--- config.mk ---
export PLATFORM = sky130hd
export DESIGN_NAME = mips_mem_arbiter
export DESIGN_NICKNAME = d
export VERILOG_FILES = /design/src/rtl/mips_mem_pkg.sv /design/src/rtl/mips_arb_pick.sv /design/src/rtl/mips_mem_arbiter.sv
export SDC_FILE = /design/constraint.sdc
export NUM_CORES = 1
export LEC_CHECK = 0
export ABC_AREA = 0
export BUFFER_PORTS_ARGS = -buffer_cell sky130_fd_sc_hd__buf_2
export CAP_MARGIN = 20
export CELL_PAD_IN_SITES_DETAIL_PLACEMENT = 0
export CELL_PAD_IN_SITES_GLOBAL_PLACEMENT = 1
export CORE_AREA = 2 2 133 135
export CTS_CLUSTER_SIZE = 30
export DETAILED_ROUTE_END_ITERATION = 8
export DIE_AREA = 0 0 135 137
export PLACE_DENSITY_LB_ADDON = 0.1
export SYNTH_ARGS = -nofsm -noshare
export SYNTH_HDL_FRONTEND = slang
export SYNTH_HIERARCHICAL = 1
export SYNTH_SLANG_ARGS = --single-unit
--- constraint.sdc ---
create_clock -name clk -period 3.05 [get_ports clk]
set_clock_uncertainty 0.1 [all_clocks]
set_input_delay 0.1525 -clock clk [delete_from_list [all_inputs] [get_ports clk]]
set_output_delay 0.1525 -clock clk [all_outputs]
set_load 0.02 [all_outputs]
--- src/rtl/mips_mem_pkg.sv ---
// Shared types and constants for the MIPS memory arbiter.
package mips_mem_pkg;

    localparam int ADDR_W_DEF = 10;
    localparam int DATA_W_DEF = 32;
    localparam int NPORT      = 3;

    localparam logic [1:0] PORT_LD = 2'd0;
    localparam logic [1:0] PORT_DM = 2'd1;
    localparam logic [1:0] PORT_IF = 2'd2;

    typedef enum logic [1:0] {
        ST_RUN  = 2'd0,
        ST_LOAD = 2'd1,
        ST_HALT = 2'd2
    } arb_state_e;

endpackage

--- src/rtl/mips_arb_pick.sv ---
// Fixed-priority pick (ld > dm > if) over eligible requests; fetch_first_i
// lets a starved fetch jump ahead of the data port, never the loader.
module mips_arb_pick
    import mips_mem_pkg::*;
(
    input  logic [NPORT-1:0] req_i,
    input  logic [NPORT-1:0] elig_i,
    input  logic             fetch_first_i,
    output logic             valid_o,
    output logic [1:0]       idx_o
);

    logic [NPORT-1:0] cand;

    always_comb begin
        cand    = req_i & elig_i;
        valid_o = |cand;
        idx_o   = PORT_LD;
        if (cand[PORT_LD])                       idx_o = PORT_LD;
        else if (fetch_first_i && cand[PORT_IF]) idx_o = PORT_IF;
        else if (cand[PORT_DM])                  idx_o = PORT_DM;
        else if (cand[PORT_IF])                  idx_o = PORT_IF;
    end

endmodule

--- src/rtl/mips_mem_arbiter.sv ---
// Three-port (loader / MEM / IF) arbiter in front of a synchronous word RAM.
// Optional fetch-starvation guard: define MEM_ARB_STARVE_GUARD_EN.
module mips_mem_arbiter
    import mips_mem_pkg::*;
#(
    parameter int ADDR_W     = ADDR_W_DEF,
    parameter int DATA_W     = DATA_W_DEF,
    parameter int STARVE_MAX = 4
) (
    input  logic              clk,
    input  logic              rst_n,
    input  logic              halted,
    input  logic              ld_req,
    input  logic              ld_we,
    input  logic [31:0]       ld_addr,
    input  logic [DATA_W-1:0] ld_wdata,
    output logic              ld_gnt,
    output logic              ld_rvalid,
    output logic [DATA_W-1:0] ld_rdata,
    input  logic              dm_req,
    input  logic              dm_we,
    input  logic [31:0]       dm_addr,
    input  logic [DATA_W-1:0] dm_wdata,
    output logic              dm_gnt,
    output logic              dm_rvalid,
    output logic [DATA_W-1:0] dm_rdata,
    input  logic              if_req,
    input  logic [31:0]       if_addr,
    output logic              if_gnt,
    output logic              if_rvalid,
    output logic [DATA_W-1:0] if_rdata,
    output logic              mem_en,
    output logic              mem_we,
    output logic [ADDR_W-1:0] mem_addr,
    output logic [DATA_W-1:0] mem_wdata,
    input  logic [DATA_W-1:0] mem_rdata,
    output logic              err
);

    // state | meaning
    // RUN   | normal operation, all three ports eligible
    // LOAD  | program loader owns memory, only ld eligible
    // HALT  | processor halted, fetch masked, ld and dm eligible
    arb_state_e state_q, state_d;

    logic [NPORT-1:0]  req_v, elig, gnt_q, gnt_d, rvalid_q, rvalid_d;
    logic              init_q, arb_open, pick_valid, fetch_first;
    logic [1:0]        pick_idx;
    logic              sel_we, sel_oor, ld_rd_out;
    logic [31:0]       sel_addr;
    logic [DATA_W-1:0] sel_wdata, ret_data;
    logic              rd_q, rd_d, err_q, err_d, rzero_q;
    logic              mem_en_q, mem_en_d, mem_we_q, mem_we_d;
    logic [ADDR_W-1:0] mem_addr_q, mem_addr_d;
    logic [DATA_W-1:0] mem_wdata_q, mem_wdata_d;

    assign req_v = {if_req, dm_req, ld_req};

    // A grant cycle is an arbitration bubble; init_q keeps the first edge after reset grant-free.
    assign arb_open  = init_q & ~|gnt_q;
    assign ld_rd_out = gnt_q[PORT_LD] & rd_q;

    mips_arb_pick u_pick (
        .req_i         (req_v),
        .elig_i        (elig & {NPORT{arb_open}}),
        .fetch_first_i (fetch_first),
        .valid_o       (pick_valid),
        .idx_o         (pick_idx)
    );

`ifdef MEM_ARB_STARVE_GUARD_EN
    localparam int SW = $clog2(STARVE_MAX + 1);
    localparam logic [SW-1:0] STARVE_LIM = SW'(STARVE_MAX);

    logic [SW-1:0] starve_q, starve_d;

    always_comb begin
        starve_d = starve_q;
        if (gnt_q[PORT_IF])
            starve_d = '0;
        else if (state_q == ST_RUN && if_req && starve_q != STARVE_LIM)
            starve_d = starve_q + SW'(1);
    end

    always_ff @(posedge clk or negedge rst_n) begin
        if (!rst_n) starve_q <= '0;
        else        starve_q <= starve_d;
    end

    assign fetch_first = (starve_q == STARVE_LIM);
`else
    // Strict priority; STARVE_MAX only has meaning with the guard built in.
    assign fetch_first = (STARVE_MAX < 0);
`endif

    always_comb begin
        sel_we    = ld_we;
        sel_addr  = ld_addr;
        sel_wdata = ld_wdata;
        case (pick_idx)
            PORT_DM: begin
                sel_we    = dm_we;
                sel_addr  = dm_addr;
                sel_wdata = dm_wdata;
            end
            PORT_IF: begin
                sel_we    = 1'b0;
                sel_addr  = if_addr;
                sel_wdata = '0;
            end
            default: ;
        endcase
        sel_oor     = |sel_addr[31:ADDR_W];
        gnt_d       = '0;
        mem_en_d    = 1'b0;
        mem_we_d    = 1'b0;
        mem_addr_d  = '0;
        mem_wdata_d = '0;
        err_d       = 1'b0;
        rd_d        = 1'b0;
        if (pick_valid) begin
            gnt_d       = NPORT'(1) << pick_idx;
            mem_en_d    = ~sel_oor;
            mem_we_d    = sel_we & ~sel_oor;
            mem_addr_d  = sel_addr[ADDR_W-1:0];
            mem_wdata_d = sel_we ? sel_wdata : '0;
            err_d       = sel_oor;
            rd_d        = ~sel_we;
        end
        rvalid_d = rd_q ? gnt_q : '0;
    end

    always_ff @(posedge clk or negedge rst_n) begin
        if (!rst_n) begin
            init_q      <= 1'b0;
            gnt_q       <= '0;
            rvalid_q    <= '0;
            rd_q        <= 1'b0;
            err_q       <= 1'b0;
            rzero_q     <= 1'b0;
            mem_en_q    <= 1'b0;
            mem_we_q    <= 1'b0;
            mem_addr_q  <= '0;
            mem_wdata_q <= '0;
        end else begin
            init_q      <= 1'b1;
            gnt_q       <= gnt_d;
            rvalid_q    <= rvalid_d;
            rd_q        <= rd_d;
            err_q       <= err_d;
            rzero_q     <= err_q;
            mem_en_q    <= mem_en_d;
            mem_we_q    <= mem_we_d;
            mem_addr_q  <= mem_addr_d;
            mem_wdata_q <= mem_wdata_d;
        end
    end

    always_ff @(posedge clk or negedge rst_n) begin
        if (!rst_n) state_q <= ST_RUN;
        else        state_q <= state_d;
    end

    always_comb begin
        state_d = state_q;
        case (state_q)
            ST_RUN: begin
                if (ld_req)      state_d = ST_LOAD;
                else if (halted) state_d = ST_HALT;
            end
            ST_LOAD: begin
                if (!ld_req && !ld_rd_out) state_d = halted ? ST_HALT : ST_RUN;
            end
            ST_HALT: begin
                if (ld_req)       state_d = ST_LOAD;
                else if (!halted) state_d = ST_RUN;
            end
            default: state_d = ST_RUN;
        endcase
    end

    always_comb begin
        elig = '0;
        case (state_q)
            ST_RUN:  elig = '1;
            ST_LOAD: elig[PORT_LD] = 1'b1;
            ST_HALT: begin
                elig[PORT_LD] = 1'b1;
                elig[PORT_DM] = 1'b1;
            end
            default: elig = '0;
        endcase
    end

    // Out-of-range reads return zero rather than whatever the RAM last drove.
    assign ret_data  = rzero_q ? '0 : mem_rdata;

    assign ld_gnt    = gnt_q[PORT_LD];
    assign dm_gnt    = gnt_q[PORT_DM];
    assign if_gnt    = gnt_q[PORT_IF];
    assign ld_rvalid = rvalid_q[PORT_LD];
    assign dm_rvalid = rvalid_q[PORT_DM];
    assign if_rvalid = rvalid_q[PORT_IF];
    assign ld_rdata  = rvalid_q[PORT_LD] ? ret_data : '0;
    assign dm_rdata  = rvalid_q[PORT_DM] ? ret_data : '0;
    assign if_rdata  = rvalid_q[PORT_IF] ? ret_data : '0;
    assign mem_en    = mem_en_q;
    assign mem_we    = mem_we_q;
    assign mem_addr  = mem_addr_q;
    assign mem_wdata = mem_wdata_q;
    assign err       = err_q;

endmodule

Word-level counts from Yosys, hierarchy flattened:

Index checks and enable logic that the tools add are counted.

* logic and storage cells: 66
* bits in registers: 56
* output and inout port bits: 147
* input port bits: 200

* shift operators: 1
* multiplexer cells: 29
* equal/unequal tests: 7
* bitwise operators: 7
* reduce and logical (&&, ||, !) cells: 11

Operators with widths (count)
* $mux W32: 6
* $pmux W32 S2: 2
* $reduce_or A22 Y1: 1
* $mux W2: 9
* $mux W10: 1
* $reduce_or A3 Y1: 3
* $mux W1: 7
* $and A3 B3 Y3: 2
* $mux W3: 2
* $ne A3 B3 Y1 const B: 2
* $pmux W2 S3: 1
* $eq A2 B1 Y1 const B: 2
* $eq A2 B2 Y1 const B: 2
* $and A1 B1 Y1: 3
* $logic_not A1 Y1: 3
* $reduce_and A3 Y1: 1
* $shl A1 B2 Y3 const A: 1
* $logic_not A2 Y1: 1
* $ne A2 B2 Y1 const B: 1
* $not A1 Y1: 2
* $pmux W1 S2: 1
* $reduce_or A2 Y1: 1
* $logic_and A1 B1 Y1: 1

Longest topological paths before layout:

* depth in word-level cells: 14
* gate-level depth with buffers: 13
* gate-level depth less buffers: 11

Hierarchy:

Netlist, hierarchy kept.

Modules (own cells, without submodules)
* mips_mem_arbiter: area an instance 3135.5 um2, cells each 363, instances 1, seq. area each 1401.3 um2
* mips_arb_pick: area an instance 41.3 um2, cells each 7, instances 1, seq. area each 0.0 um2

Worst setup path after synthesis:

Ideal clock, no wire load.

* path kind: flip-flop to flip-flop
* start point: register gnt_q[1]
* end point: register mem_wdata_q[10], in the netlist mem_wdata[10]
* setup slack: -0.062 ns
* stages on the path, launching flop included: 13
* arrival time: 2.880 ns
* path buffers: 2
* setup time: 0.132 ns
* period minus slack after synthesis: 3.112 ns
* data required time: 2.818 ns
* path through: dfrtp_1 -> or4b_2 -> nor3_1 -> o2111a_1 -> inv_1 -> ha_1 -> and2_1 -> clkbuf_1 -> nand2_1 -> o21ai_0 -> nand2_1 -> clkbuf_1 -> nor2_1

* cells in the longest elaborated chain, start to end: 12
* elaborated cells between the ends (all ways): 15
* classes of those cells: 2 x eq/ne; 7 x mux; 3 x bitwise; 3 x reduce/logical

RTL lines
* start: declaration: RTL line mips_mem_arbiter.sv:46 `logic [NPORT-1:0] req_v, elig, gnt_q, gnt_d, rvalid_q, rvalid_d;`
* start signal: assignment: RTL line mips_mem_arbiter.sv:147 `gnt_q <= gnt_d;`
* $reduce_or A3 Y1 *: RTL line mips_mem_arbiter.sv:60 `assign arb_open = init_q & ~|gnt_q;`
* $logic_not A1 Y1 *: RTL line mips_mem_arbiter.sv:60
* $and A1 B1 Y1 *: RTL line mips_mem_arbiter.sv:60
* $and A3 B3 Y3 *: RTL line mips_mem_arbiter.sv:65 `.elig_i (elig & {NPORT{arb_open}}),`
* $and A3 B3 Y3 *: RTL line mips_arb_pick.sv:16 `cand = req_i & elig_i;`
* $mux W2: RTL line mips_arb_pick.sv:22 `else if (cand[PORT_IF]) idx_o = PORT_IF;`
* $mux W2: RTL line mips_arb_pick.sv:21 `else if (cand[PORT_DM]) idx_o = PORT_DM;`
* $mux W2 *: RTL line mips_arb_pick.sv:19 `if (cand[PORT_LD]) idx_o = PORT_LD;`
* via pick_idx[1]: RTL line mips_mem_arbiter.sv:48 `logic [1:0] pick_idx;`
* $eq A2 B2 Y1 / $eq A2 B1 Y1 (equally long branches): RTL line mips_mem_arbiter.sv:100 `case (pick_idx)`
* $pmux W32 S2 / $pmux W1 S2 (equally long branches): RTL line mips_mem_arbiter.sv:100
* $mux W32 *: RTL line mips_mem_arbiter.sv:126 `mem_wdata_d = sel_we ? sel_wdata : '0;`
* $mux W32 *: RTL line mips_mem_arbiter.sv:121 `if (pick_valid) begin`
* via mem_wdata_d[10]: RTL line mips_mem_arbiter.sv:55 `logic [DATA_W-1:0] mem_wdata_q, mem_wdata_d;`
* end signal: assignment: RTL line mips_mem_arbiter.sv:155 `mem_wdata_q <= mem_wdata_d;`
* end: declaration: RTL line mips_mem_arbiter.sv:55

Mark *: on every way through the listed nets, which the timed path passes. The rest lies on a longest branch.
A chain may end at the register's enable or synchronous reset.

Worst setup path after layout:

* start point: register gnt_q[1]
* end point: register mem_wdata_q[16], in the netlist mem_wdata[16]

* elaborated cells between the ends (all ways): 15
* classes of those cells: 2 x eq/ne; 7 x mux; 3 x bitwise; 3 x reduce/logical

RTL lines (RTL line)
* $reduce_or A3 Y1 *: mips_mem_arbiter.sv:60
* $logic_not A1 Y1 *: mips_mem_arbiter.sv:60
* $and A1 B1 Y1 *: mips_mem_arbiter.sv:60
* $and A3 B3 Y3 *: mips_mem_arbiter.sv:65
* $and A3 B3 Y3 *: mips_arb_pick.sv:16
* $mux W2: mips_arb_pick.sv:21
* $mux W2 *: mips_arb_pick.sv:19
* via pick_idx[0]: mips_mem_arbiter.sv:48
* $eq A2 B2 Y1 / $eq A2 B1 Y1 (equally long branches): mips_mem_arbiter.sv:100
* $pmux W32 S2 / $pmux W1 S2 (equally long branches): mips_mem_arbiter.sv:100
* $mux W32 *: mips_mem_arbiter.sv:126
* $mux W32 *: mips_mem_arbiter.sv:121
* via mem_wdata_d[16]: mips_mem_arbiter.sv:55

Marks and branches as above.

==> flow_summary.yaml <==
route:
  drc: 0
  detail_route.iter0.violations: 146
  antenna_left: 0
  wl_per_cell_microns: 13.8
  detailroute.via_count: 3885
  dr.pass1.iters: 4
  drt-total-wl_microns: 13200
  avgViaCountPerCell: 4.05
placement:
  pre_cts_ws_ns: 0.0433
  postPlaceCellArea_sq_mm: 0.00519
  port_buffers: 346
  hpwl_microns: 10800
  routabilityCongestion: 0.751
  dpl.cell_count: 925
cts:
  post_cts_buffers: 0
  sink_count_of_the_clock_tree: 56
  cts_tree: "done"
  clk_root_buffer_cell: "clkbuf_16"
  clk_transition_reported_paths_ns: 0.07
  clk_latency_ns: 0.29
  cts_max_level: 2
  cts_buffer_depth: 2
  tritoncts.num_buffers: 5
setup_path:
  rr_startpoint: "gnt_q[1]$_DFF_PN0_"
  critical_path_required_ns: 3.18
  setup.worst_path.end_class: "flop"
  crit_path_cell_trace: "or4b_4, nor2_1, nand2_1, and3b_1, inv_1, ha_4, and2_1, nand2_1, o21ai_1, nand2_2, clkbuf_16, nor2_1"
  cp.arrival_ns: 2.93
  path_delay_family: "simple AND/OR/NAND/NOR gates"
  crit_path_top_delay_cell: "or4b_4"
  crit_path_start: "gnt_q[1]$_DFF_PN0_"
  setup.worst_path.class: "flop to flop"
  worstPathMaxFanout: 16
  crit_cells: 12
  worstSetupStartpointType: "flop"
  cp.buffers_inverters: 2
  reg2regPathDepth: 12
  timing.critical_path.slowest_cell_delay_ns: 0.56
yosys:
  synth-seq-cells: 56
  sequential_cell_area_fraction_in_the_yosys_report_pct: 44.1
  post_synth_num_cell_types: 26
  synthesized_area_per_cell_sq_um: 8.59
  synth.cell_area_sq_mm: 0.00318
  netlist_instances: 370
  ys.warnings.count: 6
final_layout:
  design.final.nets: 936
  final_layout_size_suffix_gt1_share_pct: 50.4
  layout_common_cells: "buf_2, and2_1, dfrtp_1"
  mostFrequentLayoutCell: "buf_2"
  n_antenna_cell: 0
  instances_no_fill: 959
  flow.area_growth_from_synthesis_pct: 77.7
  finalInstanceArea_sq_mm: 0.00565
sta:
  max_freq_mhz: 358
  setup_slack_ns: 0.256
  tns_ns: 0
  worst-slew-pin-transition_ns: 1.01
  setup_viol_count_final: 0
  whs_ns: 0.000729
  timing.final.max_slew_violations: 0
  timing.final.crit_share_pct: 91.6
  finalHoldViolations: 0
  worst_slew_margin_rel_pct: 32.3
  final_period_minus_worst_setup_slack_ns: 2.79
  setup_repair_after_global_routing_missed_its_margin: "false"
min_path:
  min_from: "dm_wdata[0]"
  hold_depth: 3
  holdCritPathClass: "input port to flop"
global_routing:
  number_of_antenna_violations_at_the_first_check_in_global_routing: 0
  grt_pass1_vias: 3789
  grt_first_pass_wirelength_microns: 19200
  grt_start_max_net_pins: 54
  track_usage_pct: 13.1
  overflow_after_grt: 0
flow_run:
  max-cap-violations: 0
floorplanning:
  die_width_microns: 135
  io_pins: 347
  placement_rows: 48
  initial_utilization_pct: 18.6
  die_height_microns: 137
  core_region_area_sq_mm: 0.0171
  floorplan.die_area_sq_mm: 0.0185
power:
  p_leak_nw: 3.24
  powerDensity_mw_per_mm2: 344
  worst_ir_drop_vdd_mv: 0.172
run_status:
  status: "finished, final reports clean"
-- cells in the mapped netlist, drive strengths merged --
library cell	instances	share of area, %
conb	2	0.24
a41oi	1	0.28
dfrtp	56	44
a21oi	35	5.5
nor2b	36	7.1
nor3	2	0.32
o31ai	1	0.24
a211oi	10	2.4
or4b	1	0.32
a22oi	10	2.4
and3b	2	0.55
inv	4	0.47
clkbuf	23	2.7
o21ai	2	0.32
nand2	7	0.83
buf	2	0.28
or4	2	0.47
ha	3	1.2
o2111a	1	0.35
o41ai	1	0.51
nand4	3	0.59
nor4	13	2.6
nor2	47	5.6
and2	104	20
nand3	2	0.32
-- logic make-up after synthesis --
| logic type | synth area share [%] |
|---|---|
| AND/OR/NAND/NOR | 39.1 |
| flip-flops | 44.1 |
| adder cells (fa/ha/maj) | 1.18 |
| AO/OA/AOI/OAI | 11.9 |
| buffers and inverters | 3.47 |
| other | 0.236 |
-- where the power goes --
part,internal [mW],switching [mW],leakage [nW],total (mW)
Sequential,0.796,0.0211,0.759,0.817
Combinational,0.249,0.304,2.42,0.553
Clock,0.307,0.263,0.0671,0.570
Total,1.35,0.588,3.24,1.94
-- sequential cells by signal, indices dropped and copies added (netlist names), 2 cells and up --
name,count
mem_wdata,32
mem_addr,10
gnt_q,3
state_q,2
rvalid_q,3
-- layer usage --
| metal | vias to the layer above | share of wire, % | global-route usage [%] |
|---|---|---|---|
| li1 | 1942 | - | - |
| met1 | 1733 | 34 | 12.7 |
| met2 | 198 | 55 | 26.7 |
| met3 | 12 | 10 | 3.74 |
| met4 | 0 | 1.2 | 3.36 |
| met5 | - | 0 | 0 |
-- final cells by class --
| cell class | instances | area, sq um |
|---|---|---|
| Fill cell | 1870 | 11400 |
| Timing Repair Buffer | 380 | 2100 |
| Multi-Input combinational cell | 286 | 1700 |
| Sequential cell | 56 | 1400 |
| Tap cell | 225 | 282 |
| Clock buffer | 6 | 129 |
| Clock inverter | 2 | 16.3 |
| Inverter | 4 | 15.0 |
-- final timing paths --
path                                           endpoint  slack, ns
worst min-delay path             mem_wdata[0]$_DFF_PN0_     0.0007
min in group asynchronous       mem_wdata[19]$_DFF_PN0_       0.15
max in group asynchronous        state_q[0]$_DFFE_PN0P_       1.99
worst max register to register  mem_wdata[16]$_DFF_PN0_       0.26
worst max-delay path            mem_wdata[16]$_DFF_PN0_       0.26
worst min register to register        rzero_q$_DFF_PN0_       0.31
-- worst register-to-register path: stages, from the launching register on --
cell and delay [ns]:
dfrtp_1 0.39, or4b_4 0.56, nor2_1 0.10, nand2_1 0.09
and3b_1 0.25, inv_1 0.09, ha_4 0.31, and2_1 0.15
nand2_1 0.06, o21ai_1 0.14, nand2_2 0.17, clkbuf_16 0.22
nor2_1 0.11
-- timing repair --
| action | 4_1_cts | 5_1_grt |
|---|---|---|
| hold buffers | 24 | 0 |
| setup endpoints to repair | 0 | 35 |
| resized for setup | 0 | 5 |
| endpoints found under the hold margin | 41 | 0 |
-- metrics by stage --
step           utilization (%)  power, mW
2_1_floorplan                -       1.08
3_3_place_gp              30.5       1.35
3_5_place_dp              30.5       1.35
4_1_cts                   32.7       1.96
5_1_grt                   33.1       2.06
6_report                  33.1       1.94
Power figures use the tool's default switching activity.
